File: src/rtl/if_stage.sv
// Instruction-fetch stage: owns the PC, issues one outstanding imem request at a
// time, and hands each returned word with its PC to decode through a one-entry
// valid/ready output register. Redirects squash any fetch still in flight.
module if_stage #(
    parameter logic [31:0] RESET_PC  = 32'h0000_0000,
    parameter logic [31:0] NOP_INSTR = 32'h0000_0013
) (
    input  logic        clk,
    input  logic        rst,
    output logic        imem_req,
    output logic [31:0] imem_addr,
    input  logic        imem_gnt,
    input  logic        imem_rvalid,
    input  logic [31:0] imem_rdata,
    input  logic        redirect_valid,
    input  logic [31:0] redirect_pc,
    output logic        id_valid,
    input  logic        id_ready,
    output logic [31:0] id_instr,
    output logic [31:0] id_pc
);

    typedef enum logic {StFetch, StWait} state_e;

    state_e      state_q, state_d;
    logic [31:0] pc_q, pc_d;
    logic [31:0] req_pc_q, req_pc_d;
    logic [31:0] id_instr_q, id_instr_d;
    logic [31:0] id_pc_q, id_pc_d;
    logic        id_valid_q, id_valid_d;
    logic        discard_q, discard_d;
    logic        started_q;

    logic        space;
    logic        issue;
    logic        fire;
    logic        load;

    // Output register can take a new word if empty or being drained this cycle.
    assign space = !id_valid_q || id_ready;
    // Fetch would be issued this cycle, ignoring the redirect mask.
    assign issue = (state_q == StFetch) && started_q && space;
    // A grant alongside a redirect still counts: the memory owes us a response.
    assign fire  = issue && imem_gnt;
    assign load  = (state_q == StWait) && imem_rvalid && !discard_q && !redirect_valid;

    // State register.
    always_ff @(posedge clk or posedge rst) begin
        if (rst) begin
            state_q <= StFetch;
        end else begin
            state_q <= state_d;
        end
    end

    // Next-state logic.
    always_comb begin
        state_d = state_q;
        unique case (state_q)
            StFetch: if (fire)        state_d = StWait;
            StWait:  if (imem_rvalid) state_d = StFetch;
            default: state_d = StFetch;
        endcase
    end

    // FSM outputs: request is suppressed during a redirect cycle.
    always_comb begin
        imem_req  = issue && !redirect_valid;
        imem_addr = pc_q;
    end

    // Datapath next-state: PC, in-flight PC, discard flag and output register.
    always_comb begin
        pc_d       = pc_q;
        req_pc_d   = req_pc_q;
        discard_d  = discard_q;
        id_valid_d = id_valid_q;
        id_instr_d = id_instr_q;
        id_pc_d    = id_pc_q;

        if (fire) begin
            pc_d     = pc_q + 32'd4;
            req_pc_d = pc_q;
        end

        if (state_q == StFetch) begin
            if (fire && redirect_valid) discard_d = 1'b1;
        end else begin
            if (imem_rvalid)         discard_d = 1'b0;
            else if (redirect_valid) discard_d = 1'b1;
        end

        if (redirect_valid) begin
            pc_d       = redirect_pc & ~32'd3;
            id_valid_d = 1'b0;
            id_instr_d = NOP_INSTR;
        end else if (load) begin
            id_valid_d = 1'b1;
            id_instr_d = imem_rdata;
            id_pc_d    = req_pc_q;
        end else if (id_valid_q && id_ready) begin
            id_valid_d = 1'b0;
            id_instr_d = NOP_INSTR;
        end
    end

    // Datapath registers.
    always_ff @(posedge clk or posedge rst) begin
        if (rst) begin
            pc_q       <= RESET_PC;
            req_pc_q   <= RESET_PC;
            discard_q  <= 1'b0;
            id_valid_q <= 1'b0;
            id_instr_q <= NOP_INSTR;
            id_pc_q    <= 32'h0000_0000;
            started_q  <= 1'b0;
        end else begin
            pc_q       <= pc_d;
            req_pc_q   <= req_pc_d;
            discard_q  <= discard_d;
            id_valid_q <= id_valid_d;
            id_instr_q <= id_instr_d;
            id_pc_q    <= id_pc_d;
            started_q  <= 1'b1;
        end
    end

    assign id_valid = id_valid_q;
    assign id_instr = id_instr_q;
    assign id_pc    = id_pc_q;

endmodule

File: config.mk
export PLATFORM = sky130hd
export DESIGN_NAME = if_stage
export DESIGN_NICKNAME = d
export VERILOG_FILES = /design/src/rtl/if_stage.sv
export SDC_FILE = /design/constraint.sdc
export NUM_CORES = 1
export LEC_CHECK = 0
export ABC_AREA = 1
export BUFFER_PORTS_ARGS = -buffer_cell sky130_fd_sc_hd__buf_2
export CAP_MARGIN = 20
export CORE_UTILIZATION = 30
export DETAILED_ROUTE_END_ITERATION = 16
export PLACE_DENSITY = 0.53
export SYNTH_ARGS = -nofsm -noshare
export SYNTH_HDL_FRONTEND = slang
export SYNTH_SLANG_ARGS = --single-unit
File: constraint.sdc
create_clock -name clk -period 6.3 [get_ports clk]
set_input_delay 0.63 -clock clk [delete_from_list [all_inputs] [get_ports clk]]
set_output_delay 0.63 -clock clk [all_outputs]
set_load 0.05 [all_outputs]
==> results.md, run 1 <==
- Length of the first detailed-routing pass in iterations: 5
- Slew at the pin closest to its max-slew limit: 830 ps
- Total via count after detailed routing: ~4800
- Synth Warn #: 0
- Final standard cell count with taps included and fillers excluded: 1119
- Setup repair after global routing missed its margin: no
- Distinct cell type count after synthesis: 31
- # H-tree levels: 4
- Final Slew Violations: 0
- Reg2reg path depth: 7
- TritonCTS Buffers: 17
- Worst Setup Path Type: in2reg
- Residual antenna-violating net count after detailed routing: 0
- Number of enable-type register cells in the synthesized netlist: 0
- Hold slack: 134 ps
- Nature of the critical path startpoint: input pin
- Number of nets in the finished design: 912
- Hold crit path type: in2async
- Area of the core region: 0.0195 mm^2
- Clk pin slew, worst setup/hold paths: 50 ps
- Highest Clock Rate: 0.356 GHz
- Fill cell total of the finished layout: 2036
- CP Capture Type: flip-flop
- Die width: 143 um
- Drt wl/cell: 14.5 um
- Vias per Instance: about 4.3
- Area growth syn-to-layout: 27.3%
- Largest incremental delay on the critical path: around 740 ps
- Cell leakage power: 3.89 nW
- Sum of net half-perimeters after detailed placement: 11700 um
- Worst reg2reg path endpoint: imem_addr[4]$_DFFE_PP0P_
- All-layer global routing usage: 0.165
- Final Routed Wirelength: 16200 um
- Cell type with the highest occurrence count on the critical path: sky130_fd_sc_hd__nand2_1
- Hold-fix buffers at CTS: 0
- Die H: 143 um
- Number of antenna violations at the first check in global routing: 0
- Leading register cell type out of synthesis: sky130_fd_sc_hd__dfrtp_1
- Launching instance or port of the critical path: redirect_valid
- Post-CTS Resized: 0
- Cell taking the most area after synthesis: sky130_fd_sc_hd__dfrtp_1
- Clk Latency, worst-skew pair: about 420 ps
- CTS Root Buffer Type: sky130_fd_sc_hd__clkbuf_16
- Required arrival time at the worst endpoint: roughly 6600 ps
- Async S/R FF share, synth: 1.00
- # IOs: 168
- Via count of the first global-routing pass: approximately 4600
- CP cell instances: buf_2 > inv_2 > nand2_1 > inv_1 > nand2_1 > nand3_1
- Critical Path AT: 3100 ps
- Peak fanout along the critical path: 35
- Post-route DRC violation count: 0
- VDD IR max: 0.215 mV
- Share of cells above drive strength 1: 0.290
- Startpoint of the worst-slack reg-to-reg timing path: id_valid$_DFFE_PP0P_
- P per Cell Area: 387 mW/mm^2
- Post-route minimum period: 2810 ps
- Most common library cells after synthesis: 179 x sky130_fd_sc_hd__nand2_1, 123 x sky130_fd_sc_hd__dfrtp_1, 91 x sky130_fd_sc_hd__inv_1
- Portion of the post-synthesis area used by sequential elements: 0.527
- Number of max-cap violations: 0
- Flop2flop setup slack: 3760 ps
- Largest net degree at the start of global routing: 83
- Floorplan row count: 51
- Maximum buffer depth of the clock tree: 2
- GPL Wtd Cong: about 0.8
- Antenna cells: 0
- Die ar.: 0.0206 mm^2
- Post-synthesis instance total: 686
- Post-route fraction of the period consumed by the critical path: 0.446
- Starting Density: 0.307
- Clock tree from TritonCTS: done
- Synth top area cells: sky130_fd_sc_hd__dfrtp_1 51%, sky130_fd_sc_hd__nand2_1 11%, sky130_fd_sc_hd__o21ai_0 6.8%
- Synthesized area divided by synthesized cell count: 8.74 um^2
- Slowest library cell on the worst path: sky130_fd_sc_hd__nand2_1
- Setup Fix Bufs, Post-CTS: 0
- Setup crit end: imem_addr[16]$_DFFE_PP0P_
- Top-area cell type share of the netlist area: 0.513
- Quantity of I/O buffers inserted on ports: roughly 160
- Clock skew: around 6.9 ps
- Wire length of the first global-routing pass: 25300 um
- Post-Route Setup TNS: 0 ps
- Number of endpoints with negative hold slack in the final report: 0
- Total clock sinks: 126
- Final setup fails: 0
- Max-slew headroom: 0.445
- Netlist area before placement: 0.00599 mm^2
- Total congestion overflow after global routing: 0
- Most instantiated library cell after synthesis: sky130_fd_sc_hd__nand2_1
- Number of flip-flops and latches in the synthesized netlist: 126
- Placed Cells incl. Taps: approximately 1100
- Status: complete, no violations
- Starting DRC count in detailed routing: 291
## cells in the final DEF, fill, tap and decap left out, types with 2 or more instances in the layout
cell	n
sky130_fd_sc_hd__o211ai_1	4
sky130_fd_sc_hd__o22ai_1	3
sky130_fd_sc_hd__nor2_4	5
sky130_fd_sc_hd__buf_2	161
sky130_fd_sc_hd__nand3_1	79
sky130_fd_sc_hd__bufinv_16	3
sky130_fd_sc_hd__o21ai_0	81
sky130_fd_sc_hd__clkbuf_16	17
sky130_fd_sc_hd__clkbuf_1	2
sky130_fd_sc_hd__dfrtp_1	123
sky130_fd_sc_hd__mux2_4	26
sky130_fd_sc_hd__nor2_1	29
sky130_fd_sc_hd__clkbuf_8	3
sky130_fd_sc_hd__nand2_2	2
sky130_fd_sc_hd__conb_1	5
sky130_fd_sc_hd__clkinv_2	3
sky130_fd_sc_hd__nor2_2	8
sky130_fd_sc_hd__nand2_1	179
sky130_fd_sc_hd__dfstp_2	3
sky130_fd_sc_hd__buf_4	2
sky130_fd_sc_hd__clkinvlp_4	3
sky130_fd_sc_hd__xor2_1	3
sky130_fd_sc_hd__o21bai_1	2
sky130_fd_sc_hd__mux2_2	4
sky130_fd_sc_hd__inv_1	90
sky130_fd_sc_hd__xnor2_1	2
## worst min path at each step
stage	startpoint	end	slack [ps]	cells after the start
6_report	rst	id_instr[3]$_DFFE_PP0P_	130	2
5_1_grt	rst	id_instr[9]$_DFFE_PP0P_	140	2
4_1_cts	imem_rvalid	state_q$_DFF_PP0_	410	2
3_5_place_dp	req_pc_q[29]$_DFFE_PP0P_	req_pc_q[29]$_DFFE_PP0P_	470	2
3_3_place_gp	req_pc_q[29]$_DFFE_PP0P_	req_pc_q[29]$_DFFE_PP0P_	460	2
2_1_floorplan	req_pc_q[4]$_DFFE_PP0P_	req_pc_q[4]$_DFFE_PP0P_	450	2
## power breakdown
group	leakage [nW]	internal [mW]	switching (mW)
Combinational	1.98	0.249	0.618
Clock	0.292	0.651	0.348
Sequential	1.62	0.971	0.114
Total	3.89	1.87	1.08
## logic make-up (layout without fill, tap and decap cells)
| group | Yosys count | count (layout) | share of synthesized area |
|---|---|---|---|
| muxes | 30 | 30 | 0.0726 |
| buffers and inverters | 124 | 289 | 0.0877 |
| DFF | 126 | 126 | 0.527 |
| other | 2 | 5 | 0.00125 |
| and+or+nand+nor | 305 | 305 | 0.221 |
| xor gates and xnor gates | 5 | 5 | 0.00731 |
| AOI/OAI and AO/OA | 93 | 93 | 0.0818 |
| adders and majority gates | 1 | 1 | 0.00209 |
## layout make-up
| cell class | count | area [um^2] | share of cell area |
|---|---|---|---|
| clock buffers | 22 | 474 | 0.0621 |
| repair buffers | 165 | 863 | 0.113 |
| multi-input cells | 439 | 2320 | 0.304 |
| well taps | 265 | 332 | 0.0434 |
| flip-flops and latches | 126 | 3160 | 0.414 |
| inverters | 92 | 348 | 0.0456 |
| clock inverters | 10 | 136 | 0.0179 |
## worst max-delay path, delay by kind of cell
family	cells	cell delay, ps
simple gates	3	1000
buf+inv	3	1450
## registers in the layout, summed over array words and instances (netlist names)
| register | count |
|---|---|
| discard_q | 1 |
| id_instr | 32 |
| id_pc | 30 |
| id_valid | 1 |
| imem_addr | 30 |
| req_pc_q | 30 |
| started_q | 1 |
| state_q | 1 |
## per-stage QoR
stage | util | area [um^2] | worst slack (ps) | power, mW
after floorplan | - | 6010 | 2320 | 1.75
after global placement | 0.357 | 6980 | 3090 | 1.97
after detailed placement | 0.358 | 7000 | 3060 | 1.98
after CTS | 0.390 | 7610 | 3510 | 2.99
after global routing | 0.391 | 7630 | 3280 | 3.10
final | 0.391 | 7630 | 3490 | 2.95
## metal layers
| layer | up-vias | wire length [um] | track usage |
|---|---|---|---|
| met3 | 17 | 956 | 0.0417 |
| met2 | 104 | 7200 | 0.245 |
| li1 | 2498 | - | - |
| met5 | - | 0 | 0 |
| met4 | 0 | 223 | 0.0638 |
| met1 | 2150 | 7860 | 0.230 |
No activity file was read; power rests on OpenSTA's default activity.
==> run 2, diff against run 1 <==
ABC_AREA = 0   (was 1)
PLACE_DENSITY = 0.54   (was 0.53)
clock period = 2.83 ns   (was 6.3 ns; I/O delays follow)
==> run 2 against run 1 <==
Non-clock buffer count up 6. Core utilization up 1.7 points. Cell count down 20%. Via count down 13%. Sequential power up 120%. Total power up 120%. Critical path type is now reg2reg. Largest cell class unchanged.
==> results.md, run 2 <==
- Synthesized area divided by synthesized cell count: 10.8 um^2
- VDD IR max: about 0.48 mV
- Netlist area before placement: 0.00531 mm^2
- Residual antenna-violating net count after detailed routing: 0
- Clock tree from TritonCTS: done
- Vias per Instance: approximately 4.6
- Total power of the final layout: 6.56 mW
- Switching part of the total: 0.371
- P per Cell Area: 931 mW/mm^2
- Setup Fix Bufs, Post-CTS: 0
- Total via count after detailed routing: 4146
- Number of antenna violations at the first check in global routing: 0
- Hold slack: 73.7 ps
- Final standard cell count with taps included and fillers excluded: 895
- Hold path depth: 3
- Net switching component of the power: 2.44 mW
- Post-route fraction of the period consumed by the critical path: 0.716
- Number of nets in the finished design: 728
- Floorplan row count: 48
- Drt wl/cell: between 15 and 20 um
- Flop2flop setup slack: 800 ps
- Worst reg2reg path endpoint: imem_addr[22]$_DFFE_PP0P_
- Hold endpoint: imem_addr[5]$_DFFE_PP0P_
- # H-tree levels: 4
- Clk Latency, worst-skew pair: 410 ps
- Post-synthesis instance total: 492
- Leading register cell type out of synthesis: sky130_fd_sc_hd__dfrtp_1
- Startpoint of the worst-slack reg-to-reg timing path: imem_addr[4]$_DFFE_PP0P_
- CTS Root Buffer Type: sky130_fd_sc_hd__clkbuf_16
- Number of enable-type register cells in the synthesized netlist: 0
- Number of endpoints with negative hold slack in the final report: 0
- CP cell instances: nand4_1 > nor2_1 > nand4_1 > or4_1 > nand3_1
- Most crowded layer after global routing: met2
- Max-slew headroom: 0.300
- All-layer global routing usage: 0.156
- Global-route met2 utilization: 0.237
- Worst Setup Path Type: reg2reg
- Slowest library cell on the worst path: sky130_fd_sc_hd__dfrtp_1
- Place WS: a little under 700 ps
- Via count of the first global-routing pass: between 4000 and 5000
- Quantity of I/O buffers inserted on ports: 161
- Global routing usage on met3: 0.0372
- Largest incremental delay on the critical path: 460 ps
- Part of the total power dissipated in sequential elements: 0.373
- Number of max-cap violations: 0
- Setup repair after global routing missed its margin: no
- Post-route DRC violation count: 0
- CP Capture Type: flip-flop
- Largest net degree at the start of global routing: 80
- Most frequent standard cell in the layout excluding fill and tap cells: sky130_fd_sc_hd__buf_2
- Clock skew: 6.23 ps
- TritonCTS Buffers: 17
- Sum of net half-perimeters after detailed placement: a little under 10000 um
- Area of the core region: 0.0173 mm^2
- Power Internal: 4.13 mW
- Required arrival time at the worst endpoint: roughly 3200 ps
- Synth Warn #: 0
- Final WS setup: between 800 and 900 ps
- Hold crit path type: in2reg
- Fill cell total of the finished layout: 1723
- Number of flip-flops and latches in the synthesized netlist: around 130
- Async S/R FF share, synth: 1.00
- Maximum buffer depth of the clock tree: 2
- Peak fanout along the critical path: 7
- Number of flip-flops under the largest register name: 32
- Wire length of the first global-routing pass: 21600 um
- Nature of the critical path startpoint: flip-flop
- Cell type with the highest occurrence count on the critical path: sky130_fd_sc_hd__nand4_1
- Cell leakage power: around 3.5 nW
- Leading cell types in the layout, fill and taps excluded: 161 x sky130_fd_sc_hd__buf_2, 137 x sky130_fd_sc_hd__nand2_1, 123 x sky130_fd_sc_hd__dfrtp_1, 30 x sky130_fd_sc_hd__o21ai_0, 29 x sky130_fd_sc_hd__a22o_1
- Gate power share: 0.284
- Placed Cells incl. Taps: 861
- Distinct cell type count after synthesis: 40
- Cell taking the most area after synthesis: sky130_fd_sc_hd__dfrtp_1
- Fin util: 0.407
- Portion of the post-synthesis area used by sequential elements: 0.594
- Share of cells above drive strength 1: 0.360
- GPL Wtd Cong: 0.767
- Post-route minimum period: 2030 ps
- Reg2reg path depth: 5
- Die width: 135 um
- Clock share of power: 0.343
- Die ar.: 0.0182 mm^2
- Status: complete, no violations
- Total clock sinks: 126
- Total congestion overflow after global routing: 0
- Length of the first detailed-routing pass in iterations: 6
- Launch point of the worst hold path: redirect_pc[5]
- Top-area cell type share of the netlist area: 0.579
- Area after detailed placement: 0.00639 mm^2
- Highest Clock Rate: slightly below 0.5 GHz
- Most instantiated library cell after synthesis: sky130_fd_sc_hd__nand2_1
- Slew at the pin closest to its max-slew limit: ~1100 ps
- Final Routed Wirelength: 13700 um
- Critical Path AT: between 2000 and 2500 ps
- Synth top area cells: sky130_fd_sc_hd__dfrtp_1 58%, sky130_fd_sc_hd__nand2_1 9.7%, sky130_fd_sc_hd__mux2_2 5.9%
- Most common library cells after synthesis: 137 x sky130_fd_sc_hd__nand2_1, 123 x sky130_fd_sc_hd__dfrtp_1, 30 x sky130_fd_sc_hd__o21ai_0
- Starting DRC count in detailed routing: 181
- Met1 track demand over resource: 0.209
- Antenna cells: 0
- Summed area of non-filler cells in the final layout: 0.00705 mm^2
- Final setup fails: 0
- Starting Density: 0.307
- Post-Route Setup TNS: 0 ps
- Area growth syn-to-layout: 32.7%
- Final Slew Violations: 0
- Clk pin slew, worst setup/hold paths: 60 ps
- # IOs: 168
- Die H: 135 um
run 2: power groups by stage:
stage	logic [mW]	registers, mW	clock network, mW
CTS	1.88	2.46	2.30
global placement	1.86	2.47	0
finish	1.86	2.45	2.25
global route	1.98	2.50	2.39
floorplan	0.453	3.38	0
detailed placement	1.87	2.48	0
run 2: worst max path at each step:
stage / cells past startpoint / to / from / slack, ps
CTS: 5 / imem_addr[22]$_DFFE_PP0P_ / imem_addr[4]$_DFFE_PP0P_ / 800
global route: 5 / imem_addr[22]$_DFFE_PP0P_ / imem_addr[4]$_DFFE_PP0P_ / 600
detailed placement: 4 / id_pc[30]$_DFFE_PP0P_ / redirect_valid / 690
finish: 5 / imem_addr[22]$_DFFE_PP0P_ / imem_addr[4]$_DFFE_PP0P_ / 800
floorplan: 2 / imem_req / id_valid$_DFFE_PP0P_ / 670
global placement: 4 / id_pc[20]$_DFFE_PP0P_ / redirect_valid / 730
run 2: layer usage:
layer | part of all wire | vias to the layer above | wire [um]
li1 | - | 2016 | -
met1 | 0.47 | 1980 | 6490
met2 | 0.45 | 127 | 6150
met3 | 0.052 | 23 | 717
met4 | 0.025 | 0 | 336
met5 | 0 | - | 0
run 2: final cells by class:
type	count	area [um^2]	share of cell area
Sequential cell	126	3160	0.448
Inverter	5	22.5	0.00320
Tap cell	225	282	0.0399
Clock buffer	22	484	0.0687
Clock inverter	10	135	0.0192
Timing Repair Buffer	171	941	0.133
Multi-Input combinational cell	336	2030	0.288
run 2: logic make-up (layout without fill, tap and decap cells):
logic type / Yosys count / count (layout) / synth area share
compound gates: 69 / 69 / 0.0897
fa+ha+maj: 1 / 1 / 0.00235
simple gates: 205 / 205 / 0.179
flops: 126 / 126 / 0.594
xor+xnor: 27 / 27 / 0.0445
mux: 29 / 29 / 0.0612
other cells: 2 / 5 / 0.00141
buf+inv: 33 / 208 / 0.0278
run 2: worst max-delay path, delay by kind of cell, from the launching register on:
family | cells | cell delay [ps]
DFF | 1 | 460
and+or+nand+nor | 5 | 1500
run 2: timing repair:
item                                   in CTS  in global routing
endpoints found under the hold margin      44                  0
resized for setup                           0                  0
hold buffers                                1                  0
==> run 3, diff against run 2 <==
clock period = 1.9 ns   (was 2.83 ns; I/O delays follow)
==> run 3 against run 2 <==
First-iteration DRC count up 33%. Die area is the same. Worst setup slack lost 730 ps. Cell count grew 7.6%. Wire length grew 5.2%. Non-clock buffer count grew 68. Flip-flop and latch count unchanged. Combinational power is 57% higher. Critical path type unchanged.
==> results.md, run 3 (synthesized netlist as in run 2, its figures left out) <==
- Maximum buffer depth of the clock tree: 2
- Total congestion overflow after global routing: 0
- Die H: 135 um
- Fill cell total of the finished layout: 1670
- Share of cells above drive strength 1: 0.378
- Wire length of the first global-routing pass: ~23000 um
- Total clock sinks: 126
- Total via count after detailed routing: about 4500
- Floorplan row count: 48
- Buffer and inverter count on the worst path: 1
- Quantity of I/O buffers inserted on ports: between 150 and 200
- Clk Latency, worst-skew pair: 410 ps
- Antenna cells: 0
- Leading cell types in the layout, fill and taps excluded: 161 x sky130_fd_sc_hd__buf_2, 137 x sky130_fd_sc_hd__nand2_1, 115 x sky130_fd_sc_hd__dfrtp_1, 47 x sky130_fd_sc_hd__dlygate4sd3_1, 30 x sky130_fd_sc_hd__o21ai_0
- # H-tree levels: 4
- Number of nets in the finished design: 796
- CTS Root Buffer Type: sky130_fd_sc_hd__clkbuf_16
- Drt wl/cell: between 10 and 15 um
- Die ar.: approximately 0.018 mm^2
- GPL Wtd Cong: 0.813
- Clock tree from TritonCTS: done
- Total power of the final layout: between 9 and 10 mW
- Max-slew headroom: 0.629
- Launch point of the worst hold path: redirect_pc[23]
- Post-route DRC violation count: 0
- Startpoint of the worst-slack reg-to-reg timing path: id_valid$_DFFE_PP0P_
- Starting DRC count in detailed routing: 240
- Slew at the pin closest to its max-slew limit: about 560 ps
- Number of max-cap violations: 0
- Vias per Instance: approximately 4.6
- Number of antenna violations at the first check in global routing: 0
- Storage element area: 0.00317 mm^2
- Critical Path AT: 2110 ps
- CP cell instances: nor2b_4 > or3_4 > buf_4 > nor4_1 > xnor2_1 > o21ai_0
- Highest Clock Rate: 0.547 GHz
- Final setup fails: 0
- Die width: 135 um
- Status: complete, no violations
- Peak fanout along the critical path: 6
- Starting Density: 0.307
- Delay-heaviest family, CP: simple AND/OR/NAND/NOR gates
- Nature of the critical path startpoint: flip-flop
- Final Slew Violations: 0
- Length of the first detailed-routing pass in iterations: 4
- # IOs: about 170
- Area after detailed placement: 0.00657 mm^2
- Via count of the first global-routing pass: around 4400
- Launching instance or port of the critical path: id_valid$_DFFE_PP0P_
- Fin util: 0.444
- P per Cell Area: 1270 mW/mm^2
- Area growth syn-to-layout: 44.5%
- Area of the core region: 0.0173 mm^2
- TritonCTS Buffers: 17
- Cell leakage power: ~3.8 nW
- Sum of net half-perimeters after detailed placement: 10200 um
- Final Routed Wirelength: ~14000 um
- Residual antenna-violating net count after detailed routing: 0
- Setup repair after global routing missed its margin: no
- Hold crit path type: in2reg
- Clock skew: about 8.4 ps
- Area taken by multi-input logic gates: 0.00207 mm^2
- Largest incremental delay on the critical path: 420 ps
- VDD IR max: 0.672 mV
- CP Capture Type: flip-flop
- Worst Setup Path Type: reg2reg
- Most frequent standard cell in the layout excluding fill and tap cells: sky130_fd_sc_hd__buf_2
- Clk pin slew, worst setup/hold paths: roughly 60 ps
- Post-route fraction of the period consumed by the critical path: 0.962
- Number of flip-flops under the largest register name: 32
- Number of endpoints with negative hold slack in the final report: 0
- Post-route minimum period: 1830 ps
- All-layer global routing usage: 0.163
- Required arrival time at the worst endpoint: 2180 ps
- Slowest library cell on the worst path: sky130_fd_sc_hd__or3_4
- Largest net degree at the start of global routing: 73
- Summed area of non-filler cells in the final layout: 0.00768 mm^2
-- run 3: cell types whose count changed in the layout (fill, tap and decap cells not counted), moves of 2 or more --
cell | before | now
sky130_fd_sc_hd__nor4_2 | 0 | 4
sky130_fd_sc_hd__dfrtp_2 | 0 | 8
sky130_fd_sc_hd__nor4_1 | 7 | 3
sky130_fd_sc_hd__clkbuf_8 | 4 | 2
sky130_fd_sc_hd__clkinv_4 | 0 | 3
sky130_fd_sc_hd__dlygate4sd3_1 | 1 | 47
sky130_fd_sc_hd__dfrtp_1 | 123 | 115
sky130_fd_sc_hd__buf_4 | 5 | 28
-- run 3: layout make-up --
type / instances / area share
Sequential cell: 126 / 0.413
Multi-Input combinational cell: 336 / 0.269
Timing Repair Buffer: 239 / 0.201
Clock buffer: 19 / 0.0590
Tap cell: 225 / 0.0367
Clock inverter: 13 / 0.0183
Inverter: 5 / 0.00293
-- run 3: where the power goes --
group / leakage, nW / internal (mW) / switching, mW
sequential: 1.60 / 3.27 / 0.365
clock: 0.281 / 2.00 / 1.23
combinational: 1.91 / 0.786 / 2.13
-- run 3: layer usage --
| layer | track usage | wire [um] | up-vias | share of wire |
|---|---|---|---|---|
| li1 | - | - | 2152 | - |
| met1 | 0.219 | 6950 | 2146 | 0.48 |
| met2 | 0.254 | 6510 | 139 | 0.45 |
| met3 | 0.0327 | 654 | 21 | 0.045 |
| met4 | 0.0724 | 284 | 0 | 0.020 |
| met5 | 0 | 0 | - | 0 |
-- run 3: path summary, 6_finish.rpt --
path	to	slack [ps]	cells past startpoint
setup / recovery	imem_addr[29]$_DFFE_PP0P_	70	6
max in group asynchronous	id_pc[22]$_DFFE_PP0P_	1100	4
min in group asynchronous	id_instr[30]$_DFFE_PP0P_	460	4
hold reg to reg	id_pc[27]$_DFFE_PP0P_	460	2
hold / removal	imem_addr[23]$_DFFE_PP0P_	5	3
setup reg to reg	imem_addr[29]$_DFFE_PP0P_	70	6
-- run 3: per-stage QoR --
stage	setup TNS (ps)	hold WS, ps	cells	setup slack, ps
after floorplan	-178	298	495	-114
after CTS	0	0.540	962	20.7
after detailed placement	0	332	883	11.5
after global placement	0	325	883	63.4
after global routing	0	5.41	963	1.66
final	0	5.17	963	73.1
-- run 3: tightest hold or removal path, cell delays in order --
cell and delay [ps]:
sky130_fd_sc_hd__buf_2 80, sky130_fd_sc_hd__nand2_1 50, sky130_fd_sc_hd__o21ai_0 60
-- run 3: repair_timing --
item,CTS,global route
endpoints found under the hold margin,169,0
hold buffers,47,0
setup endpoints to repair,1,35
buffers inserted,0,1
pin swaps,0,2
resized for setup,1,7
